File: src/rtl/mips_pkg.sv
// Shared pipeline constants: divide occupancy default, forwarding select encodings
// and the divide-tracker state type.
package mips_pkg;

    localparam int unsigned DIV_CYCLES_DEF = 32;

    typedef enum logic [1:0] {
        FWD_RF  = 2'b00,
        FWD_WB  = 2'b01,
        FWD_MEM = 2'b10
    } fwd_t;

    typedef enum logic {
        DIV_IDLE = 1'b0,
        DIV_BUSY = 1'b1
    } div_state_t;

    // E-stage operand select; M-stage result wins over W when both match.
    function automatic fwd_t fwd_e_sel(
        input logic [4:0] src,
        input logic [4:0] wreg_m,
        input logic       rw_m,
        input logic [4:0] wreg_w,
        input logic       rw_w
    );
        if (src != 5'd0 && src == wreg_m && rw_m)
            return FWD_MEM;
        else if (src != 5'd0 && src == wreg_w && rw_w)
            return FWD_WB;
        else
            return FWD_RF;
    endfunction

endpackage

File: src/rtl/hazard_ctrl_if.sv
// Pipeline <-> hazard unit signal bundle; the pipeline is the master, the hazard unit the slave.
interface hazard_ctrl_if;

    logic [4:0] rsD, rtD, rsE, rtE;
    logic [4:0] writeregE, writeregM, writeregW;
    logic       regwriteE, regwriteM, regwriteW, memtoregE, memtoregM;
    logic       branchD, jrD, divstartE;

    logic       forwardAD, forwardBD;
    logic [1:0] forwardAE, forwardBE;
    logic       stallF, stallD, stallE, stallM, stallW;
    logic       flushE, flushM, flushW;
    logic       divdoneE;

    modport master (
        output rsD, rtD, rsE, rtE, writeregE, writeregM, writeregW,
               regwriteE, regwriteM, regwriteW, memtoregE, memtoregM,
               branchD, jrD, divstartE,
        input  forwardAD, forwardBD, forwardAE, forwardBE,
               stallF, stallD, stallE, stallM, stallW,
               flushE, flushM, flushW, divdoneE
    );

    modport slave (
        input  rsD, rtD, rsE, rtE, writeregE, writeregM, writeregW,
               regwriteE, regwriteM, regwriteW, memtoregE, memtoregM,
               branchD, jrD, divstartE,
        output forwardAD, forwardBD, forwardAE, forwardBE,
               stallF, stallD, stallE, stallM, stallW,
               flushE, flushM, flushW, divdoneE
    );

endinterface

File: src/rtl/hazard_divcnt.sv
// Multi-cycle divide tracker: holds the divide in E for DIV_CYCLES stall cycles
// followed by one divdoneE cycle.
module hazard_divcnt
    import mips_pkg::*;
#(
    parameter int unsigned DIV_CYCLES = DIV_CYCLES_DEF
) (
    input  logic clk,
    input  logic rst,
    input  logic divstartE,
    output logic divstall,
    output logic divdoneE
);

    div_state_t r_state, w_state_nxt;
    logic [5:0] r_cnt, w_cnt_nxt;

    always_ff @(posedge clk or negedge rst) begin
        if (!rst) begin
            r_state <= DIV_IDLE;
            r_cnt   <= '0;
        end else begin
            r_state <= w_state_nxt;
            r_cnt   <= w_cnt_nxt;
        end
    end

    always_comb begin
        w_state_nxt = r_state;
        w_cnt_nxt   = r_cnt;
        divstall    = 1'b0;
        divdoneE    = 1'b0;
        unique case (r_state)
            DIV_IDLE: begin
                if (divstartE) begin
                    w_state_nxt = DIV_BUSY;
                    w_cnt_nxt   = 6'(DIV_CYCLES - 1);
                    divstall    = 1'b1;
                end
            end
            DIV_BUSY: begin
                // divstartE is deliberately not looked at here, even on the done cycle
                if (r_cnt != '0) begin
                    w_cnt_nxt = r_cnt - 6'd1;
                    divstall  = 1'b1;
                end else begin
                    w_state_nxt = DIV_IDLE;
                    divdoneE    = 1'b1;
                end
            end
            default: w_state_nxt = DIV_IDLE;
        endcase
        if (!rst) begin
            divstall = 1'b0;
            divdoneE = 1'b0;
        end
    end

endmodule

File: src/rtl/hazard_ctrl.sv
// Pipeline hazard unit: forwarding selects plus load-use, branch and divide stall/flush control.
module hazard_ctrl
    import mips_pkg::*;
#(
    parameter int unsigned DIV_CYCLES = DIV_CYCLES_DEF
) (
    input  logic         clk,
    input  logic         rst,
    hazard_ctrl_if.slave hz
);

    logic w_lwstall, w_branchstall, w_divstall, w_divdone, w_fetchstall;
    logic w_brsrc_e, w_brsrc_m;
    fwd_t w_fwd_ae, w_fwd_be;

    hazard_divcnt #(
        .DIV_CYCLES(DIV_CYCLES)
    ) u_divcnt (
        .clk      (clk),
        .rst      (rst),
        .divstartE(hz.divstartE),
        .divstall (w_divstall),
        .divdoneE (w_divdone)
    );

    always_comb begin
        w_fwd_ae = fwd_e_sel(hz.rsE, hz.writeregM, hz.regwriteM, hz.writeregW, hz.regwriteW);
        w_fwd_be = fwd_e_sel(hz.rtE, hz.writeregM, hz.regwriteM, hz.writeregW, hz.regwriteW);

        w_lwstall     = hz.memtoregE & ((hz.rtE == hz.rsD) | (hz.rtE == hz.rtD));
        w_brsrc_e     = hz.regwriteE & ((hz.writeregE == hz.rsD) | (hz.writeregE == hz.rtD));
        w_brsrc_m     = hz.memtoregM & ((hz.writeregM == hz.rsD) | (hz.writeregM == hz.rtD));
        w_branchstall = (hz.branchD | hz.jrD) & (w_brsrc_e | w_brsrc_m);
        w_fetchstall  = w_lwstall | w_branchstall | w_divstall;

        hz.forwardAD = 1'b0;
        hz.forwardBD = 1'b0;
        hz.forwardAE = FWD_RF;
        hz.forwardBE = FWD_RF;
        hz.stallF    = 1'b0;
        hz.stallD    = 1'b0;
        hz.stallE    = 1'b0;
        hz.stallM    = 1'b0;
        hz.stallW    = 1'b0;
        hz.flushE    = 1'b0;
        hz.flushM    = 1'b0;
        hz.flushW    = 1'b0;
        hz.divdoneE  = 1'b0;

        // Everything stays at zero while reset is held, whatever the inputs say.
        if (rst) begin
            hz.forwardAD = (hz.rsD != 5'd0) & (hz.rsD == hz.writeregM) & hz.regwriteM;
            hz.forwardBD = (hz.rtD != 5'd0) & (hz.rtD == hz.writeregM) & hz.regwriteM;
            hz.forwardAE = w_fwd_ae;
            hz.forwardBE = w_fwd_be;
            hz.stallF    = w_fetchstall;
            hz.stallD    = w_fetchstall;
            hz.stallE    = w_divstall;
            hz.flushM    = w_divstall;
            hz.flushE    = (w_lwstall | w_branchstall) & ~w_divstall;
            hz.divdoneE  = w_divdone;
        end
    end

endmodule

File: src/flat_wrapper.sv
// flat-port wrapper written by rule: the top's interface ports become plain ports
module hazard_ctrl_flat import mips_pkg::*;
#(
    parameter int unsigned DIV_CYCLES = DIV_CYCLES_DEF
)
  (clk, rst, hz_rsD, hz_rtD, hz_rsE, hz_rtE, hz_writeregE, hz_writeregM, hz_writeregW, hz_regwriteE, hz_regwriteM, hz_regwriteW, hz_memtoregE, hz_memtoregM, hz_branchD, hz_jrD, hz_divstartE, hz_forwardAD, hz_forwardBD, hz_forwardAE, hz_forwardBE, hz_stallF, hz_stallD, hz_stallE, hz_stallM, hz_stallW, hz_flushE, hz_flushM, hz_flushW, hz_divdoneE);
  hazard_ctrl_if hz_i ();
  input  logic clk;
  input  logic rst;
  input wire logic [$bits(hz_i.rsD)-1:0] hz_rsD;
  input wire logic [$bits(hz_i.rtD)-1:0] hz_rtD;
  input wire logic [$bits(hz_i.rsE)-1:0] hz_rsE;
  input wire logic [$bits(hz_i.rtE)-1:0] hz_rtE;
  input wire logic [$bits(hz_i.writeregE)-1:0] hz_writeregE;
  input wire logic [$bits(hz_i.writeregM)-1:0] hz_writeregM;
  input wire logic [$bits(hz_i.writeregW)-1:0] hz_writeregW;
  input wire logic [$bits(hz_i.regwriteE)-1:0] hz_regwriteE;
  input wire logic [$bits(hz_i.regwriteM)-1:0] hz_regwriteM;
  input wire logic [$bits(hz_i.regwriteW)-1:0] hz_regwriteW;
  input wire logic [$bits(hz_i.memtoregE)-1:0] hz_memtoregE;
  input wire logic [$bits(hz_i.memtoregM)-1:0] hz_memtoregM;
  input wire logic [$bits(hz_i.branchD)-1:0] hz_branchD;
  input wire logic [$bits(hz_i.jrD)-1:0] hz_jrD;
  input wire logic [$bits(hz_i.divstartE)-1:0] hz_divstartE;
  output wire logic [$bits(hz_i.forwardAD)-1:0] hz_forwardAD;
  output wire logic [$bits(hz_i.forwardBD)-1:0] hz_forwardBD;
  output wire logic [$bits(hz_i.forwardAE)-1:0] hz_forwardAE;
  output wire logic [$bits(hz_i.forwardBE)-1:0] hz_forwardBE;
  output wire logic [$bits(hz_i.stallF)-1:0] hz_stallF;
  output wire logic [$bits(hz_i.stallD)-1:0] hz_stallD;
  output wire logic [$bits(hz_i.stallE)-1:0] hz_stallE;
  output wire logic [$bits(hz_i.stallM)-1:0] hz_stallM;
  output wire logic [$bits(hz_i.stallW)-1:0] hz_stallW;
  output wire logic [$bits(hz_i.flushE)-1:0] hz_flushE;
  output wire logic [$bits(hz_i.flushM)-1:0] hz_flushM;
  output wire logic [$bits(hz_i.flushW)-1:0] hz_flushW;
  output wire logic [$bits(hz_i.divdoneE)-1:0] hz_divdoneE;
  assign hz_i.rsD = hz_rsD;
  assign hz_i.rtD = hz_rtD;
  assign hz_i.rsE = hz_rsE;
  assign hz_i.rtE = hz_rtE;
  assign hz_i.writeregE = hz_writeregE;
  assign hz_i.writeregM = hz_writeregM;
  assign hz_i.writeregW = hz_writeregW;
  assign hz_i.regwriteE = hz_regwriteE;
  assign hz_i.regwriteM = hz_regwriteM;
  assign hz_i.regwriteW = hz_regwriteW;
  assign hz_i.memtoregE = hz_memtoregE;
  assign hz_i.memtoregM = hz_memtoregM;
  assign hz_i.branchD = hz_branchD;
  assign hz_i.jrD = hz_jrD;
  assign hz_i.divstartE = hz_divstartE;
  assign hz_forwardAD = hz_i.forwardAD;
  assign hz_forwardBD = hz_i.forwardBD;
  assign hz_forwardAE = hz_i.forwardAE;
  assign hz_forwardBE = hz_i.forwardBE;
  assign hz_stallF = hz_i.stallF;
  assign hz_stallD = hz_i.stallD;
  assign hz_stallE = hz_i.stallE;
  assign hz_stallM = hz_i.stallM;
  assign hz_stallW = hz_i.stallW;
  assign hz_flushE = hz_i.flushE;
  assign hz_flushM = hz_i.flushM;
  assign hz_flushW = hz_i.flushW;
  assign hz_divdoneE = hz_i.divdoneE;
  hazard_ctrl #(.DIV_CYCLES(DIV_CYCLES)) u_core (.clk(clk), .rst(rst), .hz(hz_i));
endmodule
File: config.mk
export PLATFORM = sky130hd
export DESIGN_NAME = hazard_ctrl_flat
export DESIGN_NICKNAME = d
export VERILOG_FILES = /design/src/rtl/mips_pkg.sv /design/src/rtl/hazard_ctrl_if.sv /design/src/rtl/hazard_divcnt.sv /design/src/rtl/hazard_ctrl.sv /design/src/flat_wrapper.sv
export SDC_FILE = /design/constraint.sdc
export NUM_CORES = 1
export LEC_CHECK = 0
export CORE_MARGIN = 2
export CORE_UTILIZATION = 43
export DETAILED_ROUTE_END_ITERATION = 8
export PLACE_DENSITY_LB_ADDON = 0.1
export SLEW_MARGIN = 20
export SYNTH_ARGS = -nofsm -noshare
export SYNTH_HDL_FRONTEND = slang
export SYNTH_SLANG_ARGS = --single-unit
export TNS_END_PERCENT = 50
File: constraint.sdc
create_clock -name clk -period 3.45 [get_ports clk]
set_input_delay 0.8625 -clock clk [delete_from_list [all_inputs] [get_ports clk]]
set_output_delay 0.8625 -clock clk [all_outputs]
set_load 0.01 [all_outputs]
==> summary.md, run 1 <==
| Metric | Value |
|---|---|
| RSZ-0062 raised after global routing | `yes` |
| Fin. Hold Viols | `0` |
| CP max stage delay | `about 550 ps` |
| All-Layer GR Usage | `approximately a quarter` |
| Area of the multi-input gates | `960 um^2` |
| Post-synth top flop | `dfrtp_1` |
| Core Box Area | `2500 um^2` |
| Routed len/inst | `between 10 and 15 um` |
| Setup-failing EPs final | `1` |
| Simple-Gate Fraction of Synth Area | `between 20% and 30%` |
| Final worst slack | `-150 ps` |
| Largest family of logic cells by synthesized area | `XOR/XNOR gates` |
| Pre-antenna DRT Iters | `4` |
| Die area | `between 3000 and 4000 um^2` |
| Cts-stage hold buffer count | `0` |
| Hold slack final | `about 530 ps` |
| Post-synthesis compound-gate area fraction | `around 6.8%` |
| Critical Path RT | `approximately 2600 ps` |
| Nets@finish | `roughly 260` |
| Leakage power | `roughly 0.00076 uW` |
| Fin. max-slew vios | `0` |
| Drt drc | `0` |
| GP Congestion | `roughly 0.85` |
| Flops & latches, synth | `7` |
| PwrDens | `298 nW/um^2` |
| TritonCTS Sinks | `7` |
| Pin count of the biggest net entering global routing | `17` |
| CP endpoint | `hz_forwardBE[1]` |
| Violated checks | `negative setup slack` |
| Xor/xnor share of the synthesized area | `between 40% and 50%` |
| Yosys top cell area share | `29.0%` |
| H-tree depth | `1` |
| Setup crit end kind | `primary output` |
| Count leader, synth | `xnor2_1` |
| # IOs | `60` |
| Setup bufs post-CTS | `0` |
| RR Startpoint | `u_core.u_divcnt.r_cnt[3]$_DFFE_PN0P_` |
| Crit path launch | `hz_writeregM[2]` |
| Die Y-Extent | `around 56 um` |
| Delay-heaviest family, CP | `buffers and inverters` |
| Async SR Flop Fraction | `100%` |
| Fillers | `191` |
| Startpoint type of the worst setup path | `primary input` |
| Synth unique cells | `32` |
| Top cells by area, synth | `xnor2_1 (29%), dfrtp_1 (15%), xor2_1 (12%), nor4_1 (4.4%), buf_4 (3.3%)` |
| Worst path cell trace | `clkdlybuf4s50_1 > buf_4 > xnor2_1 > nand4_1 > nor4_4 > and2_1 > clkdlybuf4s50_1` |
| Max Freq | `~280 MHz` |
| Share of cells above drive strength 1 | `approximately 22%` |
| Die width | `about 56 um` |
| Non-Filler Instances | `roughly 240` |
| Total global routing overflow | `0` |
| Port Buffer Count | `56` |
| CP max stage cell | `clkdlybuf4s50_1` |
| Reg-to-reg endpoint | `u_core.u_divcnt.r_cnt[4]$_DFFE_PN0P_` |
| Post-DP HPWL | `about 2900 um` |
| Status | `complete, but fails checks` |
| CTS buffer count | `3` |
| DR vias | `1,259` |
| Data arrival, critical path | `2740 ps` |
| Iteration-0 DRC Markers | `19` |
| Post-Synth Adder-Cell Area | `~2.2%` |
| Mux cell area share after synthesis | `0%` |
| Layout area overhead | `68.3%` |
| Hold Path Class | `reg -> reg` |
| Max Cap Viol | `0` |
| Cells after DPL | `239` |
| Total negative setup slack | `-150 ps` |
| CTS tree | `yes` |
| Seq. cell area | `~180 um^2` |
| Antenna violations before repair | `0` |
| Commonest cells in the synthesized netlist | `xnor2_1 (38), xor2_1 (16), nor2_1 (9)` |
| Synth Instances | `roughly 140` |
| Routed WL | `between 3000 and 4000 um` |
| Top cell by count, worst path | `clkdlybuf4s50_1` |
| Post-DRT Antenna Nets | `0` |
| R2r worst-path depth | `6` |
| Clock skew | `about 6.6 ps` |
| Number of flops mapped to enable cells by yosys | `0` |
| Starting Density | `45.9%` |
| Via-per-instance ratio | `between 5 and 6` |
| Maximum root-to-sink buffer count | `2` |
| Clock transition at path regs | `~60 ps` |
| Period utilization | `104%` |
| Vias in the first global route | `between 1k and 1.5k` |
| Cell taking the most area after synthesis | `xnor2_1` |
| Antenna Diode Count | `0` |
| CP Depth | `7` |
| Root Driver | `clkbuf_4` |
| CP Class | `in -> out` |
| Avg Inst Size Synth | `around 8.1 um^2` |
| Area of the mapped netlist | `1150 um^2` |
| Insertion delay to the later sink of the worst-skew pair | `260 ps` |
| Worst VDD drop | `~0.42 mV` |
| Placement Setup Slack | `-346 ps` |
| Crit Path Max Fanout | `3` |
| Register area share after synthesis | `between 10% and 20%` |
| CP Buf/Inv Count | `3` |
| First-pass GRT wire length | `5900 um` |
| Floorplan row count | `18` |
| Core Util, Final | `roughly 77%` |
| Ys Warns | `0` |
| Post-route minimum period | `around 3600 ps` |
| Worst reg2reg setup slack | `1830 ps` |
## report_power, final
part           total (uW)  switching [uW]  internal (uW)
logic                 329             141            188
registers             171            49.0            123
clock network        75.8            31.6           44.2
total                 576             221            355
## cells by family after synthesis
logic type / after synthesis
XOR/XNOR: 54
AND/OR/NAND/NOR: 51
buffers and inverters: 15
AO/OA/AOI/OAI: 11
flip-flops: 7
adder cells (fa/ha/maj): 2
other: 1
## stage by stage
step | power, uW | cell area [um^2]
6_report | 576 | 1930
5_1_grt | 631 | 1930
4_1_cts | 579 | 1890
3_5_place_dp | 496 | 1850
3_3_place_gp | 481 | 1850
2_1_floorplan | 361 | 1150
## placed cells by master, fill, tap and decap left out, types with 3 or more instances in the layout
master and instances:
nand3_1 6, nor3_2 3, conb_1 3, nor4_1 3, buf_4 23, a21oi_1 6
dfrtp_1 7, xnor2_1 38, dlygate4sd2_1 5, nor4_2 4, or4_1 4, xor2_1 16
clkbuf_4 3, dlymetal6s2s_1 3, nand4_1 6, nor2_1 7, clkdlybuf4s50_1 45
## state kept, by name, summed over array words and instances (netlist names)
name and flops:
u_core.u_divcnt.r_cnt 6, u_core.u_divcnt.r_state 1
## worst min path at each step
| stage | startpoint | endpoint | cells past startpoint | slack, ps |
|---|---|---|---|---|
| after floorplan | u_core.u_divcnt.r_cnt[0]$_DFFE_PN0P_ | u_core.u_divcnt.r_cnt[0]$_DFFE_PN0P_ | 1 | 480 |
| after global placement | u_core.u_divcnt.r_cnt[0]$_DFFE_PN0P_ | u_core.u_divcnt.r_cnt[0]$_DFFE_PN0P_ | 1 | 510 |
| after detailed placement | u_core.u_divcnt.r_cnt[0]$_DFFE_PN0P_ | u_core.u_divcnt.r_cnt[0]$_DFFE_PN0P_ | 1 | 520 |
| after CTS | u_core.u_divcnt.r_cnt[0]$_DFFE_PN0P_ | u_core.u_divcnt.r_cnt[0]$_DFFE_PN0P_ | 1 | 520 |
| after global routing | u_core.u_divcnt.r_cnt[0]$_DFFE_PN0P_ | u_core.u_divcnt.r_cnt[0]$_DFFE_PN0P_ | 1 | 580 |
| final | u_core.u_divcnt.r_cnt[0]$_DFFE_PN0P_ | u_core.u_divcnt.r_cnt[0]$_DFFE_PN0P_ | 1 | 530 |
## what timing repair did
item,4_1_cts,5_1_grt
endpoints found under the setup margin,9,7
cloned,0,0
resized for setup,24,8
pin swaps,3,3
## metal layers
metal,routed length (um),track usage (%)
met1,1440,27.9
met2,1810,41.5
met3,221,5.81
met4,25,5.92
met5,0,0
## layout make-up
type | instances | share of cell area [%]
inverters | 2 | 0.389
well taps | 30 | 1.94
flip-flops and latches | 7 | 9.07
multi-input cells | 121 | 49.7
clock buffers | 4 | 1.36
repair buffers | 79 | 37.5
Note: power is estimated with default switching activity, not from simulation.
==> run 2, diff against run 1 <==
CTS_CLUSTER_DIAMETER = 50   (was default)
==> results of run 2 <==
No change in the layout: final DEF, timing and power equal those of run 1.
==> run 3, diff against run 2 <==
CAP_MARGIN = 0   (was default)
CORE_UTILIZATION = 44   (was 43)
SYNTH_HIERARCHICAL = 1   (was default)
==> run 3 against run 2 <==
  * The flow now finishes without violations
  * Routed wire length grew 3.3%
  * Non-clock buffer count shrank 4
  * Combinational power grew 18%
  * Critical path type unchanged
  * Largest power group unchanged
==> summary.md, run 3 <==
| Metric | Value |
|---|---|
| Hold Path Class | `reg -> reg` |
| GR Layer Usage met1 | `28.6% (+0.64 points)` |
| Flop pwr share | `27.1% (-2.7 points)` |
| Power share of the combinational group | `61.3% (+4.2 points)` |
| Layout area overhead | `62.0%` |
| Area of the mapped netlist | `1200 um^2 (+4.8%)` |
| Total negative setup slack | `0 ps (+150 ps)` |
| Status | `complete, no violations` |
| Setup crit end kind | `primary output` |
| Total chip power | `635 uW (+10%)` |
| Largest register FFs | `6 (unchanged)` |
| Pin count of the biggest net entering global routing | `12 (-5)` |
| Synth Instances | `149 (+5.7%)` |
| Fillers | `196 (+2.6%)` |
| Hold slack final | `571 ps (+45.2 ps)` |
| Synth unique cells | `42 (+31%)` |
| CP max stage delay | `530 ps (-20 ps)` |
| Data arrival, critical path | `2580 ps (-160 ps)` |
| Seq. cell area | `175 um^2 (unchanged)` |
| Post-synth top flop | `dfrtp_1` |
| DR vias | `1,350 (+7.2%)` |
| Clock transition at path regs | `50 ps (about the same)` |
| Antenna Diode Count | `0 (unchanged)` |
| Switching Fraction | `41.2% (+2.8 points)` |
| RR Startpoint | `u_core/u_divcnt/r_cnt[0]$_DFFE_PN0P_` |
| Flops & latches, synth | `7 (unchanged)` |
| Fin. max-slew vios | `0 (unchanged)` |
| # IOs | `60 (unchanged)` |
| Core Util, Final | `77.2% (about the same)` |
| Core Box Area | `2520 um^2 (+0.90%)` |
| PwrDens | `326 nW/um^2 (+9.2%)` |
| Commonest non-fill, non-tap cell in the layout | `xnor2_1` |
| Most frequent cells in the layout | `xnor2_1 (38), clkdlybuf4s50_1 (32), buf_4 (19)` |
| Busiest layer in global routing | `met2` |
| Antenna violations before repair | `0 (unchanged)` |
| CP max stage cell | `clkdlybuf4s50_1` |
| Async SR Flop Fraction | `100% (unchanged)` |
| Post-route minimum period | `3440 ps (-162 ps)` |
| Top cells by area, synth | `xnor2_1 (29%), dfrtp_1 (15%), xor2_1 (7.3%), nand3_1 (5.0%), buf_4 (3.7%)` |
| TritonCTS Sinks | `7 (unchanged)` |
| Yosys top cell area share | `29.1% (+0.13 points)` |
| Maximum root-to-sink buffer count | `2 (unchanged)` |
| Commonest cells in the synthesized netlist | `xnor2_1 (40), nand3_1 (12), nand2_1 (10), xor2_1 (10), dfrtp_1 (7)` |
| Pre-antenna DRT Iters | `4 (unchanged)` |
| Period utilization | `99.7% (-4.7 points)` |
| Delay-heaviest family, CP | `buffers and inverters` |
| Starting Density | `47.7% (+1.8 points)` |
| Critical Path RT | `2590 ps (about the same)` |
| Cell area after layout | `1950 um^2 (+0.91%)` |
| Max Cap Viol | `0 (unchanged)` |
| Total global routing overflow | `0 (unchanged)` |
| Hold Path Origin | `u_core/u_divcnt/r_cnt[5]$_DFFE_PN0P_` |
| Via-per-instance ratio | `5.47 (+5.5%)` |
| GP Congestion | `0.833 (-2.3%)` |
| H-tree depth | `1 (unchanged)` |
| CP Class | `in -> out` |
| Psw | `262 uW (+18%)` |
| Number of flops mapped to enable cells by yosys | `0 (unchanged)` |
| Fin. Hold Viols | `0 (unchanged)` |
| RSZ-0062 raised after global routing | `yes` |
| Biggest register | `u_core/u_divcnt/r_cnt` |
| Top cell by count, worst path | `clkdlybuf4s50_1` |
| Iteration-0 DRC Markers | `38 (+19)` |
| Post-DRT Antenna Nets | `0 (unchanged)` |
| Drt drc | `0 (unchanged)` |
| Die area | `3170 um^2 (+2.2%)` |
| Register area share after synthesis | `14.6% (-0.70 points)` |
| Routed len/inst | `14.6 um (+1.7%)` |
| Share of cells above drive strength 1 | `18.0% (-3.6 points)` |
| Max Freq | `291 MHz (+4.7%)` |
| Placed Instance Area | `1850 um^2 (+0.27%)` |
| Internal power | `373 uW (+5.1%)` |
| Crit Path Max Fanout | `3 (unchanged)` |
| CTS buffer count | `3 (unchanged)` |
| Worst path cell trace | `clkdlybuf4s50_1 > nor2_1 > a31oi_1 > and2_4 > and2_1 > clkdlybuf4s50_1` |
| Port Buffer Count | `56 (unchanged)` |
| Worst VDD drop | `0.544 mV (+30%)` |
| Avg Inst Size Synth | `8.07 um^2 (-0.83%)` |
| Die width | `56.3 um (+1.1%)` |
| Setup-failing EPs final | `0 (-1)` |
| Cts-stage hold buffer count | `0 (unchanged)` |
| Routed WL | `3610 um (+3.3%)` |
| Count leader, synth | `xnor2_1` |
| Root Driver | `clkbuf_4` |
| Ys Warns | `6 (+6)` |
| All-Layer GR Usage | `22.4% (-0.91 points)` |
| Area of the multi-input gates | `995 um^2 (+3.7%)` |
| Post-DP HPWL | `2870 um (-0.21%)` |
| Crit path launch | `hz_divstartE` |
| Cell taking the most area after synthesis | `xnor2_1` |
| Insertion delay to the later sink of the worst-skew pair | `250 ps (about the same)` |
| CP Buf/Inv Count | `2 (-1)` |
| Die Y-Extent | `56.3 um (+1.1%)` |
| First-pass GRT wire length | `5830 um (-1.2%)` |
| GR Util met2 | `39.2% (-2.3 points)` |
| Leakage power | `0.000847 uW (+11%)` |
| Clock skew | `5.32 ps (-1.28 ps)` |
| Startpoint type of the worst setup path | `primary input` |
| Nets@finish | `265 (+1.5%)` |
| Vias in the first global route | `1,296 (-3.0%)` |
| Biggest regs | `u_core/u_divcnt/r_cnt: 6 flops, u_core/u_divcnt/r_state: 1 flops` |
| Floorplan row count | `18 (unchanged)` |
| Met3 Usage GRT | `6.91% (+1.1 points)` |
| Clock power frac | `11.6% (-1.6 points)` |
| CTS tree | `yes` |
run 3: layout make-up:
type | instances | share of cell area [%]
Inverter | 3 | 0.578
Tap cell | 30 | 1.93
Clock buffer | 4 | 1.35
Multi-Input combinational cell | 128 | 51.1
Timing Repair Buffer | 75 | 36.1
Sequential cell | 7 | 8.99
run 3: logic make-up (layout without fill, tap and decap cells):
kind of cell	Yosys count	count (layout)	synth area share [%]
compound gates	17	17	10.5
flops	7	7	14.6
simple gates	56	56	28.3
fa+ha+maj	2	2	2.08
xor+xnor	50	50	36.4
other cells	1	3	0.312
buf+inv	16	82	7.80
run 3: worst reg2reg max path, delay by kind of cell, from the launching register on:
kind	cells	cell delay, ps
AO/OA/AOI/OAI	2	420
flip-flops	1	370
buffers and inverters	2	270
adder cells (fa/ha/maj)	1	220
AND/OR/NAND/NOR	1	140
run 3: final timing paths:
path                                                        end  slack [ps]  cells after the start
setup / recovery                                      hz_stallE          10                      6
hold reg to reg            u_core/u_divcnt/r_cnt[5]$_DFFE_PN0P_         570                      2
setup reg to reg           u_core/u_divcnt/r_cnt[1]$_DFFE_PN0P_        1950                      6
max in group asynchronous     u_core/u_divcnt/r_state$_DFF_PN0_        2160                      2
hold / removal             u_core/u_divcnt/r_cnt[5]$_DFFE_PN0P_         570                      2
min in group asynchronous  u_core/u_divcnt/r_cnt[5]$_DFFE_PN0P_        1150                      2
run 3: power groups by stage:
stage	Clock, uW	Sequential (uW)	Combinational (uW)
global route	85.4	176	428
CTS	76.6	170	382
floorplan	0	154	240
detailed placement	0	171	382
global placement	0	169	367
finish	73.8	172	389
run 3: what timing repair did:
action,4_1_cts,5_1_grt
pin swaps,1,5
setup buffers,0,2
gates resized for setup,21,18
setup endpoints to repair,9,9
run 3: metal layers:
metal | routed length [um] | vias up
li1 | - | 662
met1 | 1580 | 624
met2 | 1730 | 64
met3 | 307 | 0
met4 | 0 | 0
met5 | 0 | -
run 3: per-stage QoR:
step	setup WS, ps	cells
6_report	11.5	247
5_1_grt	-15.0	247
4_1_cts	-163	245
3_5_place_dp	-285	241
3_3_place_gp	-275	241
2_1_floorplan	551	151
